## config.mk

```make
export PLATFORM = sky130hd
export DESIGN_NAME = neuron_mac_serial
export DESIGN_NICKNAME = d
export VERILOG_FILES = /design/src/rtl/neuron_mac_serial.sv
export SDC_FILE = /design/constraint.sdc
export NUM_CORES = 1
export LEC_CHECK = 0
export ABC_AREA = 1
export BUFFER_PORTS_ARGS = -buffer_cell sky130_fd_sc_hd__buf_2
export CORE_MARGIN = 8
export CORE_UTILIZATION = 64
export CTS_CLUSTER_SIZE = 30
export DETAILED_ROUTE_END_ITERATION = 12
export PLACE_DENSITY_LB_ADDON = 0.1
export SKIP_CTS_REPAIR_TIMING = 1
export SYNTH_ARGS = -nofsm -noshare
export SYNTH_HDL_FRONTEND = slang
export SYNTH_SLANG_ARGS = --single-unit
```

## constraint.sdc

```tcl
create_clock -name clk -period 7.3 [get_ports clk]
set_input_delay 1.095 -clock clk [delete_from_list [all_inputs] [get_ports clk]]
set_output_delay 1.095 -clock clk [all_outputs]
set_load 0.02 [all_outputs]
```

## src/rtl/neuron_mac_serial.sv

```systemverilog
// ---------------------------------------------------------------------------
// neuron_mac_serial
//
// Time-multiplexed fully-connected neuron. One signed activation is accepted
// per cycle and multiply-accumulated against a runtime-loadable weight bank
// through a single multiplier. After N_IN beats the biased sum is shifted,
// optionally rectified, saturated and presented on a valid/ready output.
//
// Optional feature macro: NEURON_RELU_EN
//   defined   : negative sums give 0, positive sums saturate high only
//   undefined : linear output with signed two-sided saturation
//
// Ports
//   clk      in   clock
//   reset    in   synchronous, active-high reset
//   w_we     in   weight/bias write strobe (honoured in IDLE only)
//   w_addr   in   0..N_IN-1 selects a weight, N_IN selects the bias
//   w_data   in   signed weight/bias value
//   a_valid  in   activation beat valid
//   a_ready  out  activation beat accepted when a_valid & a_ready
//   a_data   in   signed activation
//   y_valid  out  result valid
//   y_ready  in   result consumed when y_valid & y_ready
//   y_data   out  signed result
//   busy     out  high in every state except IDLE
// ---------------------------------------------------------------------------
module neuron_mac_serial #(
  parameter int N_IN  = 15,
  parameter int DW    = 8,
  parameter int WW    = 8,
  parameter int ACC_W = 24,
  parameter int OUT_W = 16,
  parameter int SHIFT = 0
) (
  input  logic                        clk,
  input  logic                        reset,
  input  logic                        w_we,
  input  logic [$clog2(N_IN+1)-1:0]   w_addr,
  input  logic signed [WW-1:0]        w_data,
  input  logic                        a_valid,
  output logic                        a_ready,
  input  logic signed [DW-1:0]        a_data,
  output logic                        y_valid,
  input  logic                        y_ready,
  output logic signed [OUT_W-1:0]     y_data,
  output logic                        busy
);

  localparam int AW = $clog2(N_IN + 1);
  localparam int PW = DW + WW;
  // Width wide enough to hold both the accumulator and the output range with
  // a spare sign bit, so the clamp compares never wrap.
  localparam int EW = ((ACC_W > OUT_W) ? ACC_W : OUT_W) + 1;

  localparam logic [AW-1:0] LAST_IDX  = AW'(N_IN - 1);
  localparam logic [AW-1:0] BIAS_ADDR = AW'(N_IN);

  localparam logic signed [OUT_W-1:0] OUT_MAX = {1'b0, {(OUT_W-1){1'b1}}};
  localparam logic signed [OUT_W-1:0] OUT_MIN = {1'b1, {(OUT_W-1){1'b0}}};
  localparam logic signed [EW-1:0] OUT_MAX_E = {{(EW-OUT_W+1){1'b0}}, {(OUT_W-1){1'b1}}};
  localparam logic signed [EW-1:0] OUT_MIN_E = {{(EW-OUT_W+1){1'b1}}, {(OUT_W-1){1'b0}}};

  typedef enum logic [1:0] {
    S_IDLE  = 2'd0,
    S_ACCUM = 2'd1,
    S_RND   = 2'd2,
    S_OUT   = 2'd3
  } state_t;

  state_t r_state;
  state_t w_state_nxt;

  // Entries 0..N_IN-1 are weights, entry N_IN is the bias.
  logic signed [WW-1:0]    r_wmem [0:N_IN];

  logic signed [ACC_W-1:0] r_acc_p0;
  logic [AW-1:0]           r_idx_p0;
  logic                    r_y_valid_p1;
  logic signed [OUT_W-1:0] r_y_data_p1;

  logic                    w_a_ready;
  logic                    w_fire;
  logic signed [WW-1:0]    w_coef;
  logic signed [PW-1:0]    w_prod;
  logic signed [ACC_W-1:0] w_prod_ext;
  logic signed [ACC_W-1:0] w_bias_ext;
  logic signed [ACC_W-1:0] w_shifted;

  // Floor shift of the accumulator (arithmetic on a signed operand).
  function automatic logic signed [ACC_W-1:0] shift_floor(input logic signed [ACC_W-1:0] acc);
    shift_floor = acc >>> SHIFT;
  endfunction

  // Optional ReLU on the true sign bit, then clamp to the OUT_W range.
  function automatic logic signed [OUT_W-1:0] sat_out(input logic signed [ACC_W-1:0] s);
    logic signed [EW-1:0]    s_e;
    logic signed [OUT_W-1:0] res;
    s_e = {{(EW-ACC_W){s[ACC_W-1]}}, s};
    if (s_e > OUT_MAX_E)      res = OUT_MAX;
    else if (s_e < OUT_MIN_E) res = OUT_MIN;
    else                      res = s_e[OUT_W-1:0];
`ifdef NEURON_RELU_EN
    if (s[ACC_W-1]) res = '0;
`endif
    sat_out = res;
  endfunction

  assign w_coef     = r_wmem[r_idx_p0];
  assign w_prod     = a_data * w_coef;
  assign w_prod_ext = {{(ACC_W-PW){w_prod[PW-1]}}, w_prod};
  assign w_bias_ext = {{(ACC_W-WW){r_wmem[N_IN][WW-1]}}, r_wmem[N_IN]};
  assign w_shifted  = shift_floor(r_acc_p0);
  assign w_fire     = a_valid & w_a_ready;

  always_ff @(posedge clk) begin
    if (reset) r_state <= S_IDLE;
    else       r_state <= w_state_nxt;
  end

  always_comb begin
    w_state_nxt = r_state;
    w_a_ready   = 1'b0;
    case (r_state)
      S_IDLE: begin
        // A pending weight write takes priority over an incoming beat.
        w_a_ready = !w_we;
        if (a_valid && !w_we) w_state_nxt = (N_IN == 1) ? S_RND : S_ACCUM;
      end
      S_ACCUM: begin
        w_a_ready = 1'b1;
        if (a_valid && (r_idx_p0 == LAST_IDX)) w_state_nxt = S_RND;
      end
      S_RND:   w_state_nxt = S_OUT;
      S_OUT:   if (y_ready) w_state_nxt = S_IDLE;
      default: w_state_nxt = S_IDLE;
    endcase
  end

  // Weight bank: writable only while idle so a running sum never sees a change.
  always_ff @(posedge clk) begin
    if (reset) begin
      for (int i = 0; i <= N_IN; i++) r_wmem[i] <= '0;
    end else if ((r_state == S_IDLE) && w_we && (w_addr <= BIAS_ADDR)) begin
      r_wmem[w_addr] <= w_data;
    end
  end

  // ---- stage p0: serial multiply-accumulate --------------------------------
  always_ff @(posedge clk) begin
    if (reset) begin
      r_acc_p0 <= '0;
      r_idx_p0 <= '0;
    end else begin
      case (r_state)
        S_IDLE: if (w_fire) begin
          r_acc_p0 <= w_bias_ext + w_prod_ext;
          r_idx_p0 <= AW'(1);
        end
        S_ACCUM: if (w_fire) begin
          r_acc_p0 <= r_acc_p0 + w_prod_ext;
          r_idx_p0 <= r_idx_p0 + 1'b1;
        end
        S_OUT: if (y_ready) begin
          r_acc_p0 <= '0;
          r_idx_p0 <= '0;
        end
        default: ;
      endcase
    end
  end

  // ---- stage p1: shift / ReLU / saturate and hold for the consumer ---------
  always_ff @(posedge clk) begin
    if (reset) begin
      r_y_valid_p1 <= 1'b0;
      r_y_data_p1  <= '0;
    end else if (r_state == S_RND) begin
      r_y_valid_p1 <= 1'b1;
      r_y_data_p1  <= sat_out(w_shifted);
    end else if ((r_state == S_OUT) && y_ready) begin
      r_y_valid_p1 <= 1'b0;
    end
  end

  assign a_ready = w_a_ready;
  assign y_valid = r_y_valid_p1;
  assign y_data  = r_y_data_p1;
  assign busy    = (r_state != S_IDLE);

endmodule

```

==> results of run 1 <==
-- cells in the mapped netlist, types with 4 or more instances --
library cell    n
nor2_1        235
inv_1         227
nand2_1       197
edfxtp_1      128
a21oi_1       126
o21ai_0       108
ha_1           75
nand3_1        75
fa_1           57
dfxtp_1        51
o211ai_1       41
mux2i_1        32
clkbuf_1       24
nand2_2        15
buf_2          10
inv_2          10
nor3_1         10
xor2_1          8
nand4_1         7
o21a_1          7
o21bai_1        6
xnor2_1         6
buf_6           5
nand3b_1        4
-- placed cells by master, fill, tap and decap left out, drive strengths merged --
master      n
inv       244
nor2      236
nand2     212
a21oi     132
edfxtp    128
o21ai     112
nand3      76
ha         75
buf        61
fa         57
dfxtp      51
o211ai     41
mux2i      32
clkbuf     17
nor3       15
clkinv     10
xor2        8
nand4       7
o21a        7
o21bai      6
xnor2       6
nand3b      4
or2         4
a31oi       3
a21o        3
nor4        3
a211oi      3
a21boi      2
o22ai       1
a22oi       1
o211a       1
o31ai       1
o221ai      1
clkinvlp    1
-- metrics by stage --
step / cell area [µm²] / setup TNS, ns
6_report: 13800 / 0
3_5_place_dp: 13100 / 0
4_1_cts: 13700 / 0
3_3_place_gp: 13100 / 0
2_1_floorplan: 12700 / 0
5_1_grt: 13800 / -0.0654
-- metal layers --
metal,share of wire (%),global-route usage [%]
met5,0,0
met4,4.0,12.2
met3,5.8,4.00
met2,50,45.7
met1,41,32.9
-- tightest hold or removal path, cell delays in order (launching register included) --
cell	delay [ns]
dfxtp_1	0.31
nand2_1	0.06
a21oi_1	0.05
-- worst paths after layout --
path                       end       start  slack [ns]  cells after the start
setup / recovery  r_acc_p0[14]    register        0.41                     31
hold / removal      y_data[15]  y_data[15]        0.47                      2
setup reg to reg  r_acc_p0[14]    register        0.41                     31
hold reg to reg     y_data[15]  y_data[15]        0.47                      2
-- registers in the layout, summed over array words and instances, names as in the netlist, named ones only --
| signal | flops |
|---|---|
| r_state | 2 |
| y_data | 16 |
| y_valid | 1 |
| r_idx_p0 | 4 |
| r_wmem | 128 |
| r_acc_p0 | 24 |
-- final cells by class --
type / count / area, µm²
sequential: 179 / 4870
multi-input combinational: 1049 / 6720
timing repair buffer: 61 / 404
fill: 1557 / 5620
clock buffer: 17 / 425
inverter: 240 / 901
tap: 265 / 332
clock inverter: 15 / 193
-- kinds of logic after synthesis --
family	after synthesis
adder cells (fa/ha/maj)	132
multiplexers	32
buffers and inverters	285
flip-flops	179
AO/OA/AOI/OAI	314
XOR/XNOR	14
AND/OR/NAND/NOR	557
==> results.txt, run 1 <==
The fmax came out at roughly 150 MHz. The fraction of the mapped netlist area in simple logic gates came out at between 10% and 20%. The highest net fanout along the worst path came out at 15.

Among all stages on the critical path, the largest delay is contributed by dfxtp_4. At the placement stage, the worst setup path has a slack of approximately 0.11 ns. The vertical extent of the die is between 150 and 200 µm. The length of the first detailed-routing pass in iterations is 5. After synthesis, the cell types taking the most area are edfxtp_1, fa_1, dfxtp_1. At the later pin of the worst-skew pair, clock insertion delay measures 0.45 ns. STA classifies the critical path startpoint as a register. The final clock period utilization by the worst path is a little over nine tenths. The final routed DRC violation total came out at 0. The post-detailed-route via-to-cell ratio came out at a little under 6.

The sink count of the clock tree is roughly 180. The register clock-pin slew on the reported worst setup and hold paths came out at ~0.08 ns. The H-tree was split into 4 levels. The post-detailed-placement half-perimeter wirelength is about 24 mm.

The count of buffers inserted at the top-level ports came out at 43. The number of distinct library cell variants in the gate-level netlist after synthesis is 51. For this block, the initial DRC count from the detailed router was 920. No sink is reached through more buffers than the 2 on the longest clock path. Counting every net in the synthesized netlist gives ~1700. TritonCTS built the clock tree. The wire length after detailed routing came out at 32.6 mm. The average routed wire per standard cell came out at approximately 18 µm.

The placement row count is 51. Together, buffers and inverters on the worst path number 8. The kind of cell with the highest combined delay along the critical path is adder cells. The required time of the critical path is ~7.7 ns. The number of warnings reported in the yosys synthesis log is 0. The number of standard cells in the layout, taps in and fillers out is 1826.

The most frequent cell on the critical path is inv_1. The run finished with clean final reports. The signed area change from the synthesized netlist to the final layout came out at 9.21%. The number of max-capacitance violations reported came out at 0.

The signal arrival time at the worst endpoint came out at between 7 and 8 ns. For this run, the leading register cell type out of synthesis is edfxtp_1. The critical path is of the reg2reg type.

The placed instance count is around 1800. The number of global-route vias before repair came out at between 10000 and 15000. The die is about 160 µm wide. The number of synthesized flops with an enable pin came out at approximately 130. The final hold violation count is 0. The area enclosed by the die boundary is approximately 25000 µm². The synthesized area per cell is about 8.4 µm². The compound-cell area share of the yosys netlist came out at 14.2%. The final-report max-slew violation count is 0. The fraction of the yosys area taken by sequential cells came out at a little under two fifths.

The global-route wire length before repair is just over 50 mm. Across all setup checks in the final design, the least slack found is between 0.4 and 0.5 ns. The tree is rooted in a clkbuf_16. The path class of the lowest-slack min-delay path is reg2reg. The initial antenna violation count is 0.

The main combinational cell family by area after synthesis is simple AND/OR/NAND/NOR gates. The area inside the core boundary is 19500 µm². The detailed router placed 10600 vias in this run. The fraction of the core area covered by cells at the end of the flow is between 70 and 80%.

The initial core utilization is approximately 65%. The worst relative slew slack is a little over a third. The sum of overflow across all layers after global routing is 0. The maximum number of pins on one net before global-route repair is a little over 60. In this design, the stage delay of the slowest critical-path cell is around 0.53 ns. For the pin with the worst max-slew slack, the measured transition is between 0.9 and 1 ns. The post-synthesis mux area share came out at 2.53%. Across the routed clock network, the largest skew measured is ~0.017 ns.

The count of antenna diodes in the layout came out at 0. The minimum hold slack is 0.466 ns. The synthesis-stage register bit count is between 150 and 200. Setup violations remaining at the end of the flow were counted as 0. The overall routing resource usage is between 20% and 30%. The time the worst path needs with I/O delays and setup came out at 6.89 ns. The number of antenna-violating nets in the routed design is 0. The proportion of layout cells with a drive suffix above 1 is a little under a tenth. The final weighted congestion of routability-driven global placement is just under 1. The cell area after synthesis is ~13000 µm².

The count of pins on the block boundary came out at between 40 and 50. At the end of the flow, the number of nets in the layout was roughly 1700. The synthesized-area fraction occupied by adder cells came out at between 15 and 20%. The share of the synthesized area in the top cell type came out at between 30 and 40%. The instance count of the mapped netlist came out at about 1500. For this run, asynchronously set or reset flops after synthesis account for 0%. The largest total area in the synthesized netlist belongs to edfxtp_1.

Of the total synthesized cell area, the portion taken by XOR and XNOR cells is less than 1%. The endpoint class of the critical path is a register. TritonCTS created 17 clock buffers.
Power of run 1 is not shown: default switching activity piles up to over one toggle a cycle in this logic, so the estimate is an artifact.
==> run 2: changes to the inputs <==
--- a/config.mk
+++ b/config.mk
@@ -8,7 +8,7 @@
 export ABC_AREA = 1
 export BUFFER_PORTS_ARGS = -buffer_cell sky130_fd_sc_hd__buf_2
 export CORE_MARGIN = 8
-export CORE_UTILIZATION = 64
+export CORE_UTILIZATION = 35
 export CTS_CLUSTER_SIZE = 30
 export DETAILED_ROUTE_END_ITERATION = 12
 export PLACE_DENSITY_LB_ADDON = 0.1
==> run 2 against run 1 <==
Against the previous run:
- final area is 1.7% higher
- utilization down 32 points
- hold slack got worse by 0.0035 ns
- register-to-register slack better by 0.13 ns
- global-route usage is 9.4 points lower
- maximum frequency is 1.9% higher
==> results.txt, run 2 (synthesis results as in run 1) <==
The run finished with clean final reports. The worst hold path belongs to the class reg2reg. The number of antenna diodes in the final layout is 0. The worst setup path is of the reg2reg kind. The die covers roughly 43000 µm².

The final net count came out at between 1500 and 2000. The number of buffers created by CTS came out at 17. The number of flip-flops under the largest register name came out at between 100 and 150. The number of max-capacitance violations reported is 0. The time the worst path needs with I/O delays and setup came out at ~6.8 ns.

The final routed DRC violation total came out at 0. The proportion of layout cells with a drive suffix above 1 came out at a little under a tenth. The total negative slack is 0 ns. The fmax is 148 MHz. The level count of the clock H-tree came out at 4. In this run the critical register-to-register path is captured at r_acc_p0[11].

The register bank with the most flops is r_wmem. The clock latency at the later pin of the worst-skew pair came out at ~0.45 ns. The required time of the critical path came out at approximately 7.7 ns. The first global-routing pass estimated about 57 mm of wire. The floorplan step defined a core boundary enclosing 35700 µm². The final hold violation count came out at 0. The final route contains ~10000 vias.

The maximum number of pins on one net before global-route repair is between 40 and 50. The placement row count came out at ~70. Setup violations remaining at the end of the flow were counted as 0.

The count of pins on the block boundary came out at 44. The most common cell after layout, fill and taps aside is nor2_1. The hold path depth is 2. The first routing iteration left ~500 violations. The worst relative slew slack is a little over a third. The signal arrival time at the worst endpoint came out at a little over 7 ns. The length of the first detailed-routing pass in iterations came out at 5. Setup repair after global routing left no endpoint under its margin. The count of buffer and inverter cells on the critical path is 8. The overall routing resource usage is roughly 17%. On the critical path, the stage with the largest delay is an instance of fa_1. The detail route stage leaves a number of antenna-violating nets equal to 0. The vertical extent of the die came out at slightly above 200 µm. The final-report max-slew violation count came out at 0. The maximum clock path buffer count came out at 2. The sink count of the clock tree is around 180. The die outline width is 206 µm. The startpoint identified for the worst hold timing path is y_data[6].

At the end of routability-driven placement, the weighted congestion stood at 0.912. The startpoint type of the worst setup path is a register. STA classifies the critical path endpoint as a register. The initial core utilization came out at 35.6%. The internal reg-to-reg setup slack came out at 0.53 ns.

The worst stage delay on the critical path is about 0.56 ns. The sum of overflow across all layers after global routing came out at 0. From synthesis to final layout, the design area changed by 11.0%.

TritonCTS built the clock tree. The final clock period utilization by the worst path is just over 90%. For hold timing, the worst endpoint is y_data[6]. In the layout the commonest cells are nor2_1, inv_1, nand2_1, edfxtp_1, a21oi_1. The count of buffers inserted at the top-level ports is between 40 and 50. The worst clock skew came out at roughly 0.015 ns. The slew at the pin with the worst max-slew slack is between 0.9 and 1 ns. The register clock-pin slew on the reported worst setup and hold paths is around 0.070 ns. The path depth of the worst reg2reg path is 34.

The initial antenna violation count is 0. Clock tree synthesis selected as its root buffer the cell clkbuf_16. The post-detailed-route via-to-cell ratio came out at around 5.0. The average routed wire per standard cell is 17.8 µm. The wire length after detailed routing is 36.0 mm. The post-detailed-placement half-perimeter wirelength came out at about 27 mm.

In this run the worst path has a maximum fanout of 23. The number of global-route vias before repair came out at between 10000 and 15000. The critical path's top delay family is adder cells.
run 2: cell types whose count changed in the layout (fill, tap and decap cells not counted), moves of 3 or more:
cell and change:
clkinv_8 -5, inv_8 -4, buf_12 -3, bufinv_16 +3, clkbuf_1 +3, clkbuf_8 +3
run 2: area by class of cell:
type	count	area, µm²
clock buffers	23	478
multi-input cells	1049	6740
clock inverters	9	129
fillers	3674	21600
inverters	240	901
flip-flops and latches	179	4870
well taps	461	577
repair buffers	59	387
run 2: stage by stage:
stage	util (%)	hold slack (ns)	setup WS, ns	area [µm²]	std cells
2_1_floorplan	-	0.441	1.15	12700	1513
3_3_place_gp	37.4	0.448	0.0913	13300	1985
3_5_place_dp	37.4	0.453	0.213	13300	1985
4_1_cts	39.1	0.464	0.194	14000	2017
5_1_grt	39.5	0.484	0.00652	14100	2020
6_report	39.5	0.463	0.532	14100	2020
run 2: worst max path at each step:
stage / to / depth (start not counted)
CTS: r_acc_p0[19] / 33
floorplan: r_acc_p0[21] / 34
detailed placement: r_acc_p0[21] / 33
finish: r_acc_p0[11] / 34
global placement: r_acc_p0[19] / 33
global route: r_acc_p0[20] / 35
run 2: tightest hold or removal path, stage by stage (launching register included):
cell     delay, ns
dfxtp_1       0.31
nand2_1       0.06
a21oi_1       0.05
run 2: metal layers:
| layer | vias to the layer above | routed length [µm] | GRT usage [%] |
|---|---|---|---|
| met5 | - | 0 | 0 |
| met1 | 4774 | 16400 | 22.0 |
| li1 | 5094 | - | - |
| met2 | 182 | 17700 | 30.0 |
| met3 | 31 | 1120 | 2.35 |
| met4 | 0 | 790 | 5.76 |
Power of run 2 is left out for the same reason.
==> run 3: changes to the inputs <==
--- a/config.mk
+++ b/config.mk
@@ -7,6 +7,7 @@
 export LEC_CHECK = 0
 export ABC_AREA = 1
 export BUFFER_PORTS_ARGS = -buffer_cell sky130_fd_sc_hd__buf_2
+export CORE_ASPECT_RATIO = 2
 export CORE_MARGIN = 8
 export CORE_UTILIZATION = 35
 export CTS_CLUSTER_SIZE = 30
==> run 3 against run 2 <==
Against the previous run:
- count of clock-buffer cells in the layout shrank 6
- first-iteration DRC count grew 0.20%
- die area grew 0.87%
- critical path depth grew 2
- hold slack lost 0.0026 ns
- global-route usage grew 2.3 points
==> results.txt, run 3 (synthesis results as in run 1) <==
The vertical extent of the die came out at between 200 and 300 µm. The highest net fanout along the worst path came out at 10. The area of all placed cells without fillers is ~15000 µm².

The register with the most flip-flops in the layout has 128 of them. The area inside the core boundary came out at 35700 µm². The initial core utilization is between 30% and 40%. The area used by multi-input combinational logic came out at between 6000 and 7000 µm².

The final hold violation count is 0. In this design, the stage delay of the slowest critical-path cell is about 0.52 ns. The signal arrival time at the worst endpoint came out at around 7.3 ns. The worst setup path is launched from a register.

The placed instances occupy a cell area of 13800 µm². Across the whole layout, storage elements account for around 4900 µm². The path class of the lowest-slack min-delay path is reg2reg.

The number of buffers created by CTS came out at 17. Clock tree synthesis selected as its root buffer the cell clkbuf_16. The count of antenna diodes in the layout is 0.

r_wmem holds more flip-flops than any other register. The maximum number of pins on one net before global-route repair came out at 46. The placed instance count is approximately 2000. The final number of setup-violating endpoints is 0. The average routed wire per standard cell came out at just under 20 µm. After clock tree synthesis, the clock-pin slew on the worst setup and hold paths is about 0.080 ns.

The detailed-route via count is 10500. The global-route wire length before repair is about 63 mm. The final net count is ~1800.

After layout, the worst path uses 94.6% of the clock period. STA classifies the critical path endpoint as a register. The total negative slack came out at 0 ns. The clock tree from TritonCTS is built. The filler cell count is between 3000 and 4000. The number of global-route vias before repair is between 10000 and 15000. The worst clock skew came out at 0.0321 ns. The required time of the critical path is 7.69 ns.

For the pin with the worst max-slew slack, the measured transition is roughly 0.98 ns. The post-detailed-placement half-perimeter wirelength is approximately 33 mm. The top cell types in the final layout, fill and taps aside, are nor2_1, inv_1, nand2_1, edfxtp_1, a21oi_1. The routed design has roughly 41 mm of wire. The clock tree synthesis step divided the H-tree into 4 levels. Port buffering added 43 buffers.

The final weighted congestion of routability-driven global placement came out at 0.922. The overall routing resource usage is approximately a fifth. The library cell used most frequently in the layout, excluding fill and tap cells, is nor2_1. The area enclosed by the die boundary came out at approximately 43000 µm². The clock passes through at most 2 buffers. The placement row count came out at 98. The run finished with clean final reports. The final-report max-slew violation count came out at 0.

In the routed layout, each cell is associated on average with a via count of 5.06. The count of pins on the block boundary came out at between 40 and 50. From left edge to right edge, the die measures 151 µm.

The clock latency at the later pin of the worst-skew pair came out at between 0.4 and 0.5 ns. The worst relative slew slack is about a third. The number of antenna-violating nets in the routed design is 0.

The time the worst path needs with I/O delays and setup is slightly below 7 ns. The most frequent cell on the critical path is inv_1. The length of the first detailed-routing pass in iterations is 4. The worst setup path is of the reg2reg kind. The number of standard cells in the layout, taps in and fillers out came out at 2069.

The sum of overflow across all layers after global routing is 0. The final routed DRC violation total is 0. Max-cap violations in this run came to 0. The proportion of layout cells with a drive suffix above 1 came out at between 10% and 20%. For this design, the sink count on the clock tree is about 180. The initial antenna violation count came out at 0.

The iteration-0 DRC count of the detailed router is around 500. The slowest stage of the critical path is the fa_1 cell. The signed area change from the synthesized netlist to the final layout is 14.8%. The fmax came out at between 100 and 150 MHz.
## run 3: changes by cell type in the layout (fill, tap and decap cells not counted), sizes merged
cell	previous run	this run
buf	58	119
clkinv	6	11
bufinv	3	0
clkbuf	24	17
inv	237	244
clkinvlp	3	0
## run 3: critical path, delay by kind of cell (launching register included)
family | cells | cell delay, ns
adders and majority gates | 6 | 2.68
AOI/OAI and AO/OA | 11 | 1.91
buffers and inverters | 10 | 0.96
and+or+nand+nor | 8 | 0.63
DFF | 1 | 0.40
xor gates and xnor gates | 1 | 0.25
## run 3: cell type report
type                       instances  area share [%]
multi-input combinational       1049            46.3
clock inverter                    15            1.51
timing repair buffer             119            5.75
clock buffer                      17            2.92
sequential                       179            33.4
tap                              450            3.87
inverter                         240            6.19
## run 3: worst paths after layout
check	start	end	slack, ns	cells past startpoint
max	register	r_acc_p0[17]	0.40	36
min	y_data[15]	y_data[15]	0.46	2
min reg2reg	y_data[15]	y_data[15]	0.46	2
max reg2reg	register	r_acc_p0[17]	0.40	36
## run 3: per-layer routing
layer	vias up	wire (µm)	global-route usage, %	part of all wire (%)
met4	0	2580	12.4	6.3
met2	173	24800	40.7	60
met3	102	651	2.01	1.6
met1	4972	13100	16.7	32
li1	5222	-	-	-
met5	-	0	0	0
## run 3: stage by stage
step	worst slack [ns]	hold WS, ns	util [%]
after floorplan	1.15	0.441	-
after global placement	0.0181	0.445	38.6
after detailed placement	0.0267	0.449	38.6
after CTS	0.000184	0.462	40.4
after global routing	-0.00507	0.490	40.8
final	0.396	0.460	40.8
Power of run 3 is left out for the same reason.
